## src/rtl/quad_pkg.sv

```systemverilog
// Shared types and helpers for the quadrature step decoder.
//   qd_state_t   : decoder FSM state (INIT while filters settle, TRACK afterwards)
//   FWD_NEXT     : forward (A leads B) Gray successor of each {A,B} code
//   init_cycles  : number of INIT cycles after reset for a given filter length
package quad_pkg;

  typedef enum logic {INIT, TRACK} qd_state_t;

  // Index = current {A,B}; value = next {A,B} when moving forward.
  // Forward order: 00 -> 10 -> 11 -> 01 -> 00.
  localparam logic [1:0] FWD_NEXT [4] = '{2'b10, 2'b00, 2'b11, 2'b01};

  function automatic int unsigned init_cycles(input int unsigned filt_len);
    return filt_len + 2;
  endfunction

  function automatic logic [1:0] fwd_next(input logic [1:0] ab);
    return FWD_NEXT[ab];
  endfunction

endpackage

```

## src/rtl/quad_filter.sv

```systemverilog
// One encoder phase: 2-FF synchroniser followed by a stability filter.
//   clk, reset : clock, synchronous active-high reset
//   din        : asynchronous phase input
//   bypass     : 1 = output loads the synchronised value directly (settling)
//   dout       : filtered phase (registered)
// The output only changes after the synchronised input has differed from it
// for FILT_LEN consecutive cycles.
module quad_filter #(
  parameter int unsigned FILT_LEN = 4
) (
  input  logic clk,
  input  logic reset,
  input  logic din,
  input  logic bypass,
  output logic dout
);

  localparam int unsigned CNT_W = (FILT_LEN > 1) ? $clog2(FILT_LEN) : 1;
  localparam logic [CNT_W-1:0] CNT_LAST = CNT_W'(FILT_LEN - 1);

  logic             sync1_q;
  logic             sync2_q;
  logic             filt_q;
  logic             filt_d;
  logic [CNT_W-1:0] cnt_q;
  logic [CNT_W-1:0] cnt_d;

  always_comb begin
    filt_d = filt_q;
    cnt_d  = '0;
    if (bypass) begin
      filt_d = sync2_q;
    end else if (sync2_q != filt_q) begin
      if (cnt_q == CNT_LAST) begin
        filt_d = sync2_q;
      end else begin
        cnt_d = cnt_q + CNT_W'(1);
      end
    end
  end

  always_ff @(posedge clk) begin
    if (reset) begin
      sync1_q <= 1'b0;
      sync2_q <= 1'b0;
      filt_q  <= 1'b0;
      cnt_q   <= '0;
    end else begin
      sync1_q <= din;
      sync2_q <= sync1_q;
      filt_q  <= filt_d;
      cnt_q   <= cnt_d;
    end
  end

  assign dout = filt_q;

endmodule

```

## src/rtl/quad_step_decoder.sv

```systemverilog
// Quadrature encoder front end: synchronise and filter A/B, decode x4 Gray
// transitions into one-cycle step commands, and flag/count illegal jumps.
//   clk, reset : clock, synchronous active-high reset
//   enc_a/b    : asynchronous encoder phases
//   enc_en     : 1 = forward steps; 0 = suppress steps (tracking continues)
//   err_clr    : synchronous clear of err_cnt (wins over a same-cycle error)
//   step_en    : one-cycle pulse per legal transition
//   step_dir   : 1 = forward (A leads B), holds between steps
//   ab_filt    : filtered {A,B}
//   err        : one-cycle pulse on a double-bit transition
//   err_cnt    : saturating count of err pulses
module quad_step_decoder
  import quad_pkg::*;
#(
  parameter int unsigned FILT_LEN = 4,
  parameter int unsigned ERR_W    = 8
) (
  input  logic             clk,
  input  logic             reset,
  input  logic             enc_a,
  input  logic             enc_b,
  input  logic             enc_en,
  input  logic             err_clr,
  output logic             step_en,
  output logic             step_dir,
  output logic [1:0]       ab_filt,
  output logic             err,
  output logic [ERR_W-1:0] err_cnt
);

  localparam int unsigned INIT_LEN = init_cycles(FILT_LEN);
  localparam int unsigned INIT_W   = $clog2(INIT_LEN);
  localparam logic [INIT_W-1:0] INIT_LAST = INIT_W'(INIT_LEN - 1);

  qd_state_t         state_q, state_d;
  logic [INIT_W-1:0] init_cnt_q, init_cnt_d;
  logic [1:0]        prev_q, prev_d;
  logic              step_en_q, step_en_d;
  logic              step_dir_q, step_dir_d;
  logic              err_q, err_d;
  logic [ERR_W-1:0]  err_cnt_q, err_cnt_d;
  logic              filt_a, filt_b;
  logic              bypass;
  logic [1:0]        ab_cur;

  // While settling, the filters copy the synchroniser output so ab_filt
  // reflects the real encoder position before decoding starts.
  assign bypass = (state_q == INIT);

  quad_filter #(.FILT_LEN(FILT_LEN)) u_filt_a (
    .clk    (clk),
    .reset  (reset),
    .din    (enc_a),
    .bypass (bypass),
    .dout   (filt_a)
  );

  quad_filter #(.FILT_LEN(FILT_LEN)) u_filt_b (
    .clk    (clk),
    .reset  (reset),
    .din    (enc_b),
    .bypass (bypass),
    .dout   (filt_b)
  );

  assign ab_cur = {filt_a, filt_b};

  always_comb begin
    state_d    = state_q;
    init_cnt_d = init_cnt_q;
    prev_d     = ab_cur;
    step_en_d  = 1'b0;
    step_dir_d = step_dir_q;
    err_d      = 1'b0;
    err_cnt_d  = err_cnt_q;

    unique case (state_q)
      INIT: begin
        if (init_cnt_q == INIT_LAST) begin
          state_d    = TRACK;
          init_cnt_d = '0;
        end else begin
          init_cnt_d = init_cnt_q + INIT_W'(1);
        end
      end
      TRACK: begin
        if (ab_cur != prev_q) begin
          if (ab_cur == fwd_next(prev_q)) begin
            step_en_d  = enc_en;
            step_dir_d = 1'b1;
          end else if (prev_q == fwd_next(ab_cur)) begin
            step_en_d  = enc_en;
            step_dir_d = 1'b0;
          end else begin
            // Both bits moved: flag it; prev_d re-syncs to the new code.
            err_d = 1'b1;
          end
        end
      end
      default: state_d = INIT;
    endcase

    if (err_clr) begin
      err_cnt_d = '0;
    end else if (err_d && (err_cnt_q != '1)) begin
      err_cnt_d = err_cnt_q + ERR_W'(1);
    end
  end

  always_ff @(posedge clk) begin
    if (reset) begin
      state_q    <= INIT;
      init_cnt_q <= '0;
      prev_q     <= '0;
      step_en_q  <= 1'b0;
      step_dir_q <= 1'b0;
      err_q      <= 1'b0;
      err_cnt_q  <= '0;
    end else begin
      state_q    <= state_d;
      init_cnt_q <= init_cnt_d;
      prev_q     <= prev_d;
      step_en_q  <= step_en_d;
      step_dir_q <= step_dir_d;
      err_q      <= err_d;
      err_cnt_q  <= err_cnt_d;
    end
  end

  assign step_en  = step_en_q;
  assign step_dir = step_dir_q;
  assign ab_filt  = ab_cur;
  assign err      = err_q;
  assign err_cnt  = err_cnt_q;

endmodule

```

## config.mk

```make
export PLATFORM = sky130hd
export DESIGN_NAME = quad_step_decoder
export DESIGN_NICKNAME = d
export VERILOG_FILES = /design/src/rtl/quad_pkg.sv /design/src/rtl/quad_filter.sv /design/src/rtl/quad_step_decoder.sv
export SDC_FILE = /design/constraint.sdc
export NUM_CORES = 1
export LEC_CHECK = 0
export BUFFER_PORTS_ARGS = -buffer_cell sky130_fd_sc_hd__buf_2
export CORE_UTILIZATION = 40
export DETAILED_ROUTE_END_ITERATION = 8
export GPL_TIMING_DRIVEN = 0
export REMOVE_ABC_BUFFERS = 1
export SLEW_MARGIN = 15
export SYNTH_ARGS = -nofsm -noshare
export SYNTH_HDL_FRONTEND = slang
export SYNTH_SLANG_ARGS = --single-unit
export TNS_END_PERCENT = 30
```

## constraint.sdc

```tcl
create_clock -name clk -period 2.1 [get_ports clk]
set_clock_uncertainty 0.05 [all_clocks]
set_input_delay 0.105 -clock clk [delete_from_list [all_inputs] [get_ports clk]]
set_output_delay 0.105 -clock clk [all_outputs]
set_load 0.005 [all_outputs]
```

==> results.txt, run 1 <==
- The share of synthesized area in the top cell type comes to 0.4805.
- The number of antenna diodes in the final layout is 0.
- The synthesized netlist contains 33 unique library cells.
- The first detailed-routing pass took 4 iterations.
* Via count: between 900 and 1000
- For this design the top-level I/O count stands at 19.
- Input/output buffers: 18
- Worst slew pin tran: approximately 0.46 ns
- The highest metal layer carrying signal wires in the routed design is met4.
- The floorplan step defined a core boundary enclosing about 2600 um^2.
- After detailed routing, the number of vias per cell comes to 5.401.
- Maximum number of pins on one net before global-route repair: 18
- For this run, the total global-route usage over all layers was measured as 0.1510.
- Number of synthesized flops with an enable pin: 0
- In this run, CTS created clock tree buffers numbering 3.
- Minimum period implied by the final worst setup slack: 1.916 ns
- During synthesis, Yosys emitted a total of 0 warnings.
- Share of layout cells above drive strength 1: 0.1679
* Kind of end point of the critical path: flop
* Maximum fanout along the worst path: 12
- Initial cell density of the core: 0.4381
- In this design, the stage delay of the slowest critical-path cell is just over 0.6 ns.
- Final instance area: roughly 1300 um^2
- Drt initial violations: 8
- Worst EP required: ~2.3 ns
- TritonCTS Sinks: 27
- After global routing the overflow that remains totals 0.
* Non-Filler Instances: approximately 170
- Post-detailed-route wirelength per cell: roughly 11 um
- By area the synthesized netlist is led by dfxtp_1 (48%), a21oi_1 (4.0%), xnor2_1 (3.9%), nor2_1 (3.7%), ha_1 (3.3%).
- Count of nets left with antenna violations after detail routing: 0
- Summed over all failing endpoints, the final setup total negative slack is 0 ns.
- Final setup violation count: 0
* Final number of hold-violating endpoints: 0
- Async S/R FF share, synth: 0
* Type of the worst setup path: flop to flop
- Wire length on met2: about 860 um
- Setup repair after global routing left no endpoint under its margin.
- Clock latency on the worst-skew pair, taken at its later pin, is between 0.3 and 0.4 ns.
- Including well taps, the total number of placed cells is 160.
- After detailed routing, the met3 layer carries 102 um of wire.
- Once detailed placement completed, the half-perimeter wirelength came to 1335 um.
- Clock-pin slew was measured on the worst setup and hold paths at 0.14 ns.
* Outcome: finished, final reports clean
* Peak supply drop: 0.5176 mV
- The min-delay analysis places its worst path in the category input port to flop.
* Max Cap Violations: 0
- Power spread over the standard cell area amounts to 626.7 nW/um^2.
- The area growth from synthesis to layout is 12.90%.
- Max-slew violations: 0
- Die Ht: approximately 55 um
- The die covers approximately 3000 um^2.
- Largest area contributor in the netlist: dfxtp_1
- After detailed routing, the total wire length is about 1900 um.
- The clock passes through at most 2 buffers.
- Worst Setup Start Kind: flop
- Of the synthesized area, sequential elements account for 0.4805.
- Die extent in x: between 50 and 60 um
- Final Power: between 0.7 and 0.8 mW
- The number of antenna violations at the first check in global routing is 0.
- The root buffer cell chosen for the clock tree is clkbuf_4.
* Crit path DAT: 2.13 ns
- Critical-path cell with the highest stage delay: or4_1
- TritonCTS built the clock tree.
- The net count of the finished layout is around 150.
- Tcrit/Tclk final: 0.9124
- Mean Syn Cell Area: 9.532 um^2
- The synthesized design contains 27 register bits.
* Post-synthesis cell area: 1125 um^2
* Worst rel slew slack: 0.6952
- The via count of the first global-routing pass is between 700 and 800.
* Leakage: about 0.52 nW
- Placer congestion estimate: between 0.7 and 0.8
- After technology mapping, the gate count stands at roughly 120.
- In the synthesized netlist the dominant register cell turns out to be dfxtp_1.
- Crit path cell chain: xor2_1 -> nand3_1 -> or4_1 -> a21oi_1
- Setup slack on the worst reg-to-reg path comes out at ~0.18 ns.
* Number of rows in the core area: 18
* Wire length of the first global-routing pass: approximately 3200 um
- Placement Cell Area: between 1000 and 1500 um^2
* Post-CTS setup buffers: 0
- For this block, wires on met1 add up to roughly 930 um.
- DRC Markers: 0
- Derived from the worst setup path, the maximum achievable clock frequency is around 520 MHz.
* # H-tree levels: 1
[synthesized netlist by cell type, types with 3 or more instances]
cell and count:
a21oi_1 9, xnor2_1 5, nor2b_1 6, o31ai_1 3, nand3_1 7, or4_1 3
nor2_1 11, nor3_1 4, ha_1 3, dfxtp_1 27, xor2_1 3, nor4b_1 3
nand2b_1 5
[critical path, delay by kind of cell (launching register included)]
kind	cells	cell delay [ns]
and+or+nand+nor	2	0.95
DFF	1	0.49
AOI/OAI and AO/OA	1	0.16
xor gates and xnor gates	1	0.20
[cells by family after synthesis]
family,after synthesis,synth area share
xor gates and xnor gates,8,0.06229
buffers and inverters,7,0.03781
and+or+nand+nor,50,0.2503
AOI/OAI and AO/OA,21,0.1179
muxes,2,0.01780
adders and majority gates,3,0.03337
DFF,27,0.4805
[stage by stage]
| step | hold slack (ns) | worst slack (ns) | utilization |
|---|---|---|---|
| global route | 0.07947 | 0.05387 | 0.4946 |
| CTS | 0.07668 | 0.1877 | 0.4946 |
| floorplan | 0.1266 | 0.4657 | - |
| finish | 0.07732 | 0.1840 | 0.4946 |
| global placement | 0.2617 | 0.2964 | 0.4727 |
| detailed placement | 0.2707 | 0.2296 | 0.4727 |
[registers in the layout (all words and copies together) (netlist names)]
name	flops
err	1
err_cnt	8
init_cnt_q	3
prev_q	2
state_q	1
step_dir	1
step_en	1
u_filt_a.cnt_q	2
u_filt_a.dout	1
u_filt_a.sync1_q	1
u_filt_a.sync2_q	1
u_filt_b.cnt_q	2
u_filt_b.dout	1
u_filt_b.sync1_q	1
u_filt_b.sync2_q	1
[report_power, final]
part	total [mW]	switching [mW]	internal, mW
Clock	0.219	0.145	0.0744
Sequential	0.532	0.00868	0.523
Combinational	0.0453	0.0218	0.0235
[what timing repair did]
item | in CTS | in global routing
hold endpoints to repair | 3 | 0
resized for setup | 0 | 0
hold buffers | 3 | 0
[cell usage in the layout (no fill, tap or decap), drive strengths merged, types with 4 or more instances in the layout]
cell type	count
a21oi	9
buf	18
clkbuf	4
dfxtp	27
nand2b	5
nand3	7
nor2	11
nor2b	6
nor3	4
xnor2	5
[per-layer routing]
| layer | up-vias | track usage |
|---|---|---|
| li1 | 461 | - |
| met1 | 416 | 0.1857 |
| met2 | 23 | 0.2450 |
| met3 | 2 | 0.06011 |
| met4 | 0 | 0.03750 |
| met5 | - | 0 |
[worst paths after layout]
path	start	to	cells past startpoint
max	u_filt_b.dout$_SDFFE_PP0P_	err_cnt[4]$_SDFFE_PP0P_	4
min	reset	step_dir$_SDFFE_PP0P_	2
max reg2reg	u_filt_b.dout$_SDFFE_PP0P_	err_cnt[4]$_SDFFE_PP0P_	4
min reg2reg	u_filt_b.cnt_q[0]$_SDFF_PP0_	u_filt_b.cnt_q[0]$_SDFF_PP0_	1
[layout make-up]
| class | count | area (um^2) |
|---|---|---|
| Tap cell | 30 | 37.54 |
| Fill cell | 265 | 1297 |
| Timing Repair Buffer | 21 | 120.1 |
| Sequential cell | 27 | 540.5 |
| Clock buffer | 4 | 26.28 |
| Inverter | 1 | 3.754 |
| Multi-Input combinational cell | 84 | 541.8 |
Note: power is estimated with default switching activity, not from simulation.
==> run 2, diff against run 1 <==
HOLD_SLACK_MARGIN = 0.05   (was default)
clock period = 2 ns   (was 2.1 ns; I/O delays follow)
==> results.txt, run 2 (synthesized netlist as in run 1, its figures left out) <==
- The pin count of the biggest net entering global routing came to 18 (unchanged).
- The via count of the first global-routing pass is 742 (unchanged).
- The post-route worst setup slack was 0.1958 ns (was 0.1840 ns).
- Total Negative Setup Slacks: 0 ns (unchanged)
- Antenna fix cells: 0 (unchanged)
* CP delay by family, top: simple AND/OR/NAND/NOR gates (unchanged)
- The CTS tree is yes (unchanged).
* Path type of the worst min-delay path: input port to flop (unchanged)
- The power density over the cells is 655.5 nW/um^2 (was 626.7 nW/um^2).
- The aggregate routed wire length came to 1898 um (was 1902 um).
- The placed instance count was 160 (unchanged).
* Final setup violation count: 0 (unchanged)
* Fmax: 554.3 MHz (was 521.9 MHz)
- Final net count: 147 (unchanged)
- GRT Util Overall: 0.1510 (unchanged)
- The estimated wirelength of the detail-placed design is 1335 um (unchanged).
- Number of buffers on the longest clock path: 2 (unchanged)
- Launching point of the worst reg2reg path: u_filt_b.dout$_SDFFE_PP0P_ (unchanged)
- The top-level I/O count was 19 (unchanged).
- Area grow syn2layout: 13.35% (was 12.90%)
- The beginning of the critical path is u_filt_b.dout$_SDFFE_PP0P_ (unchanged).
- The insertion delay of the later-clocked pin in the worst-skew pair was 0.32 ns (about the same).
- The iteration-0 DRC count of the detailed router came to 8 (unchanged).
- Crit. path cell count: 4 (unchanged)
- CTS buffer count: 3 (unchanged)
- Type of the worst setup path: flop to flop (unchanged)
- The total number of vias was 899 (was 902).
- Post-CTS setup buffers: 0 (unchanged)
* Final number of hold-violating endpoints: 0 (unchanged)
- Minimum hold slack: 0.07048 ns (was 0.07732 ns)
- Worst EP required: 2.21 ns (was 2.31 ns)
- Leading cell type in the layout, fill and taps excluded: dfxtp_1 (unchanged)
- Post-detailed-route wirelength per cell: 11.37 um (was 11.39 um)
- Destination of the worst register-to-register timing path: err_cnt[4]$_SDFFE_PP0P_ (unchanged)
- Flip-flop count of the largest register, all copies and words added: 8 (unchanged)
* TritonCTS Sinks: 27 (unchanged)
* Initial cell density of the core: 0.4381 (unchanged)
- The global-route congestion overflow total was 0 (unchanged).
- The arrival time of data at the critical path endpoint came to 2.02 ns (was 2.13 ns).
- Die outline area: 3028 um^2 (unchanged)
* Wire length of the first global-routing pass: 3222 um (unchanged)
- Depth of the worst register-to-register path: 4 (unchanged)
- # H-tree levels: 1 (unchanged)
- The number of antenna violations at the first check in global routing was 0 (unchanged).
* Outcome: finished, final reports clean (unchanged)
- The highest net fanout along the worst path is 12 (unchanged).
- Unrepaired setup endpoints after global routing: false (unchanged).
- Input/output buffers: 18 (unchanged)
- The nature of the critical path startpoint was a flop (unchanged).
- The non-filler instance count after layout is 167 (unchanged).
- Die extent in x: 55.03 um (unchanged)
- Kind of end point of the critical path: flop (unchanged)
- The portion of the clock cycle consumed by the worst path in the final layout is 0.9021 (was 0.9124).
- The clock transition at the register clock pins on the worst setup and hold paths after CTS came to 0.14 ns (about the same).
- The height of the die was 55.03 um (unchanged).
- Routed vias/inst: 5.383 (was 5.401)
- The buffer and inverter count on the worst path was 0 (unchanged).
* Final instance area: 1275 um^2 (was 1270 um^2)
- DRC Markers: 0 (unchanged)
- The critical path's slowest cell was or4_1 (unchanged).
* Max Cap Violations: 0 (unchanged)
- Max-slew violations: 0 (unchanged)
- Peak supply drop: 0.5429 mV (was 0.5176 mV)
* Crit path cell chain: xor2_1 -> nand3_2 -> or4_1 -> a21oi_1 (was xor2_1 -> nand3_1 -> or4_1 -> a21oi_1)
- Highest-count cells in the layout ignoring fill and taps: dfxtp_1 (27), buf_2 (18), nor2_1 (11) (unchanged).
- The normalized max-slew margin was 0.6928 (was 0.6952).
* Leakage: 0.5196 nW (about the same)
* Clock root buffer master: clkbuf_4 (unchanged)
- Flop-to-flop setup slack: 0.20 ns (was 0.18 ns)
- Drt pass-1 iters: 4 (unchanged)
- The placer's final routability congestion estimate was 0.7836 (unchanged).
- The standard cell area after detailed placement came to 1214 um^2 (unchanged).
* Place WS: 0.1296 ns (was 0.2296 ns)
- The delay of the slowest critical-path stage is 0.57 ns (was 0.61 ns).
- The slew at the pin with the worst max-slew slack came to 0.4591 ns (was 0.4555 ns).
* Worst setup path endpoint: err_cnt[4]$_SDFFE_PP0P_ (unchanged)
* Area of the core: 2567 um^2 (unchanged)
- Minimum period implied by the final worst setup slack: 1.804 ns (was 1.916 ns)
- The share of final-layout standard cells stronger than drive strength 1 is 0.1752 (was 0.1679).
- Final Power: 0.8357 mW (was 0.7959 mW)
- The fraction of the core area covered by cells at the end of the flow is 0.4966 (was 0.4946).
- The remaining antenna violation count is 0 (unchanged).
- Number of rows in the core area: 18 (unchanged)
run 2: cell counts in the layout (fill, tap and decap cells not counted):
No cell type changed its count.
run 2: how the worst min path moves through the flow:
| stage | from | endpoint | slack [ns] | cells past startpoint |
|---|---|---|---|---|
| after CTS | reset | step_dir$_SDFFE_PP0P_ | 0.07 | 2 |
| after floorplan | reset | prev_q[0]$_SDFF_PP0_ | 0.12 | 1 |
| after global routing | reset | step_dir$_SDFFE_PP0P_ | 0.07 | 2 |
| final | reset | step_dir$_SDFFE_PP0P_ | 0.07 | 2 |
| after global placement | enc_b | u_filt_b.sync1_q$_SDFF_PP0_ | 0.26 | 2 |
| after detailed placement | enc_a | u_filt_a.sync1_q$_SDFF_PP0_ | 0.27 | 2 |
run 2: area by class of cell:
type                            count  area [um^2]
Clock buffer                        4        26.28
Fill cell                         264         1292
Inverter                            1        3.754
Multi-Input combinational cell     84        546.8
Sequential cell                    27        540.5
Tap cell                           30        37.54
Timing Repair Buffer               21        120.1
run 2: where the power goes:
| part | switching (mW) | total, mW | internal, mW |
|---|---|---|---|
| clock | 0.151 | 0.230 | 0.0781 |
| sequential | 0.00919 | 0.558 | 0.549 |
| combinational | 0.0232 | 0.0479 | 0.0247 |
run 2: worst reg2reg max path, cell delays in order (launching register included):
cell,delay [ns]
dfxtp_1,0.49
xor2_1,0.23
nand3_2,0.24
or4_1,0.57
a21oi_1,0.16
run 2: repair_timing:
action / CTS / global route
endpoints found under the setup margin: 0 / 2
hold buffers: 3 / 0
gates resized for setup: 0 / 1
hold endpoints to repair: 3 / 0
run 2: per-layer routing:
metal,share of wire,track usage,vias up,routed length [um]
met5,0,0,-,0
met4,0.0058,0.03750,0,11
met3,0.051,0.06011,2,97
met2,0.45,0.2450,19,851
met1,0.49,0.1857,417,938
li1,-,-,461,-
==> run 3, diff against run 2 <==
BUFFER_PORTS_ARGS = -buffer_cell sky130_fd_sc_hd__buf_4   (was -buffer_cell sky130_fd_sc_hd__buf_2)
==> results.txt, run 3 (synthesized netlist as in run 1, its figures left out) <==
* Min setup slack post-route: 0.1781 ns (was 0.1958 ns)
* Clock latency on the worst-skew pair: 0.32 ns (about the same)
- Final setup violation count: 0 (unchanged)
- The met2 track demand over resource is 0.2490 (was 0.2450).
- Max-slew violations: 0 (unchanged)
- The non-filler instance count after layout is 170 (was 167).
- The global-route congestion overflow total was 0 (unchanged).
- The nature of the critical path startpoint was a flop (unchanged).
- Drt total wl: 2077 um (was 1898 um)
- Unrepaired setup endpoints after global routing: false (unchanged).
* Place WS: 0.09430 ns (was 0.1296 ns)
* Area of the core: 2567 um^2 (unchanged)
* Flop-to-flop setup slack: 0.18 ns (was 0.20 ns)
* Worst rel slew slack: 0.6569 (was 0.6928)
- The internal power of the cells was 0.6591 mW (was 0.6519 mW).
- The final sum of negative setup slack is 0 ns (unchanged).
- The top-level I/O count came to 19 (unchanged).
- The met3 track demand over resource came to 0.05738 (was 0.06011).
- Final number of hold-violating endpoints: 0 (unchanged)
- Leakage: 0.5377 nW (was 0.5196 nW)
- The pin count of the biggest net entering global routing is 18 (unchanged).
- Minimum period implied by the final worst setup slack: 1.822 ns (was 1.804 ns)
* Depth of the worst register-to-register path: 4 (unchanged)
- Outcome: finished, final reports clean (unchanged).
- Worst EP required: 2.21 ns (about the same)
* Highest-count cells in the layout ignoring fill and taps: dfxtp_1 (27), buf_4 (18), nor2_1 (11) (was dfxtp_1 (27), buf_2 (18), nor2_1 (11))
- Tcrit/Tclk final: 0.9110 (was 0.9021)
* Drt initial violations: 15 (was 8)
* Path type of the worst min-delay path: input port to flop (unchanged)
- Peak supply drop: 0.4878 mV (was 0.5429 mV)
- Total placed cells including tap cells: 160 (unchanged)
- The average detailed-routed wire length per instance was 12.22 um (was 11.37 um).
- Number of buffers on the longest clock path: 2 (unchanged)
- The share of final-layout standard cells stronger than drive strength 1 came to 0.1714 (was 0.1752).
* Maximum fanout along the worst path: 12 (unchanged)
* Destination of the worst register-to-register timing path: err_cnt[5]$_SDFFE_PP0P_ (was err_cnt[4]$_SDFFE_PP0P_)
* Via count of the first global-routing pass: 770 (was 742)
- The number of flip-flops in the largest register came to 8 (unchanged).
- GRT Util Overall: 0.1606 (was 0.1510)
- Post-CTS setup buffers: 0 (unchanged)
- The power density over the cells is 626.0 nW/um^2 (was 655.5 nW/um^2).
- Register clock-pin slew on the reported worst setup and hold paths: 0.13 ns (was 0.14 ns)
- The critical register-to-register path startpoint was u_filt_a.dout$_SDFFE_PP0P_ (was u_filt_b.dout$_SDFFE_PP0P_).
- Placer congestion estimate: 0.7668 (was 0.7836)
- # H-tree levels: 1 (unchanged)
- The layer with the highest usage after global routing was met2 (unchanged).
- The height of the die was 55.03 um (unchanged).
- Min-Delay Path Depth: 3 (was 2)
* Number of rows in the core area: 18 (unchanged)
- Leading cell type in the layout, fill and taps excluded: dfxtp_1 (unchanged)
* Initial cell density of the core: 0.4381 (unchanged)
- Antenna fix cells: 0 (unchanged)
- Fmax: 548.9 MHz (was 554.3 MHz)
- The arrival time of data at the critical path endpoint came to 2.03 ns (was 2.02 ns).
- The number of I/O port buffers was 18 (unchanged).
* Min-Delay Endpoint: err_cnt[0]$_SDFFE_PP0P_ (was step_dir$_SDFFE_PP0P_)
* M1 GR Usage: 0.1970 (was 0.1857)
- Die extent in x: 55.03 um (unchanged)
- The switching power came to 0.1860 mW (was 0.1838 mW).
- Routed vias/inst: 5.365 (was 5.383)
- Max Cap Violations: 0 (unchanged)
- Drt pass-1 iters: 4 (unchanged)
* Sequential share of power: 0.661 (was 0.668)
- Wire length of the first global-routing pass: 3318 um (was 3222 um)
* Initial antenna violation count: 0 (unchanged)
* Switching power as a share of total power: 0.2201 (was 0.2200)
- The area growth from synthesis to final layout was 20.02% (was 13.35%).
- CTS tree: yes (unchanged)
* Kind of end point of the critical path: flop (unchanged)
- HPWL reported at the end of detailed placement: 1435 um (was 1335 um)
- Via count: 912 (was 899)
- Beginning of the worst hold path: err_clr (was reset)
* Type of the worst setup path: flop to flop (unchanged)
* Clk pwr share: 0.273 (was 0.275)
- Minimum hold slack: 0.09424 ns (was 0.07048 ns)
- The clock sink count was 27 (unchanged).
* Worst slew pin tran: 0.5127 ns (was 0.4591 ns)
- The remaining antenna violation count is 0 (unchanged).
- DRC Markers: 0 (unchanged)
- Fillers: 244 (was 264)
- Combinational power share: 0.066 (was 0.057)
* CTS buffer count: 3 (unchanged)
* Die outline area: 3028 um^2 (unchanged)
- The post-layout net count was 150 (was 147).
- The master cell of the clock root buffer is clkbuf_4 (unchanged).
run 3: cell types whose count changed in the layout (fill, tap and decap cells not counted), sizes merged:
cell         change
dlygate4sd3      +3
run 3: worst max-delay path: stages, from the launching register on:
cell,delay (ns)
dfxtp_1,0.50
xor2_1,0.24
nand3_2,0.24
or4_1,0.56
a21oi_1,0.17
run 3: cell type report:
cell class	count	area, um^2	share of cell area
clock buffer	4	26.28	0.01946
timing repair buffer	24	195.2	0.1446
multi-input combinational	84	546.8	0.4050
tap	30	37.54	0.02780
sequential	27	540.5	0.4004
inverter	1	3.754	0.002780
run 3: worst max path at each step:
| stage | from | endpoint |
|---|---|---|
| 2_1_floorplan | u_filt_a.dout$_SDFFE_PP0P_ | err_cnt[5]$_SDFFE_PP0P_ |
| 3_3_place_gp | u_filt_b.dout$_SDFFE_PP0P_ | err_cnt[4]$_SDFFE_PP0P_ |
| 3_5_place_dp | u_filt_a.dout$_SDFFE_PP0P_ | err_cnt[5]$_SDFFE_PP0P_ |
| 4_1_cts | u_filt_a.dout$_SDFFE_PP0P_ | err_cnt[5]$_SDFFE_PP0P_ |
| 5_1_grt | u_filt_a.dout$_SDFFE_PP0P_ | err_cnt[5]$_SDFFE_PP0P_ |
| 6_report | u_filt_a.dout$_SDFFE_PP0P_ | err_cnt[5]$_SDFFE_PP0P_ |
run 3: power groups by stage:
stage	clock, mW	combinational (mW)	sequential (mW)
5_1_grt	0.268	0.0629	0.561
4_1_cts	0.240	0.0564	0.559
6_report	0.230	0.0561	0.559
3_3_place_gp	0	0.0456	0.570
2_1_floorplan	0	0.0291	0.569
3_5_place_dp	0	0.0471	0.571
run 3: repair_timing:
action                                 in CTS  in global routing
resized for setup                           0                  1
hold buffers                                6                  0
endpoints found under the hold margin      15                  0
setup endpoints to repair                   0                  2
run 3: routing by layer:
metal / part of all wire / wire length, um
met3: 0.052 / 109
met5: 0 / 0
met4: 0.018 / 38
met2: 0.44 / 921
met1: 0.48 / 1007
run 3: metrics by stage:
stage | instance area (um^2) | utilization | power, mW
global placement | 1259 | 0.4903 | 0.6156
finish | 1350 | 0.5258 | 0.8452
global route | 1350 | 0.5258 | 0.8915
floorplan | 1086 | - | 0.5978
CTS | 1345 | 0.5239 | 0.8559
detailed placement | 1259 | 0.4903 | 0.6180
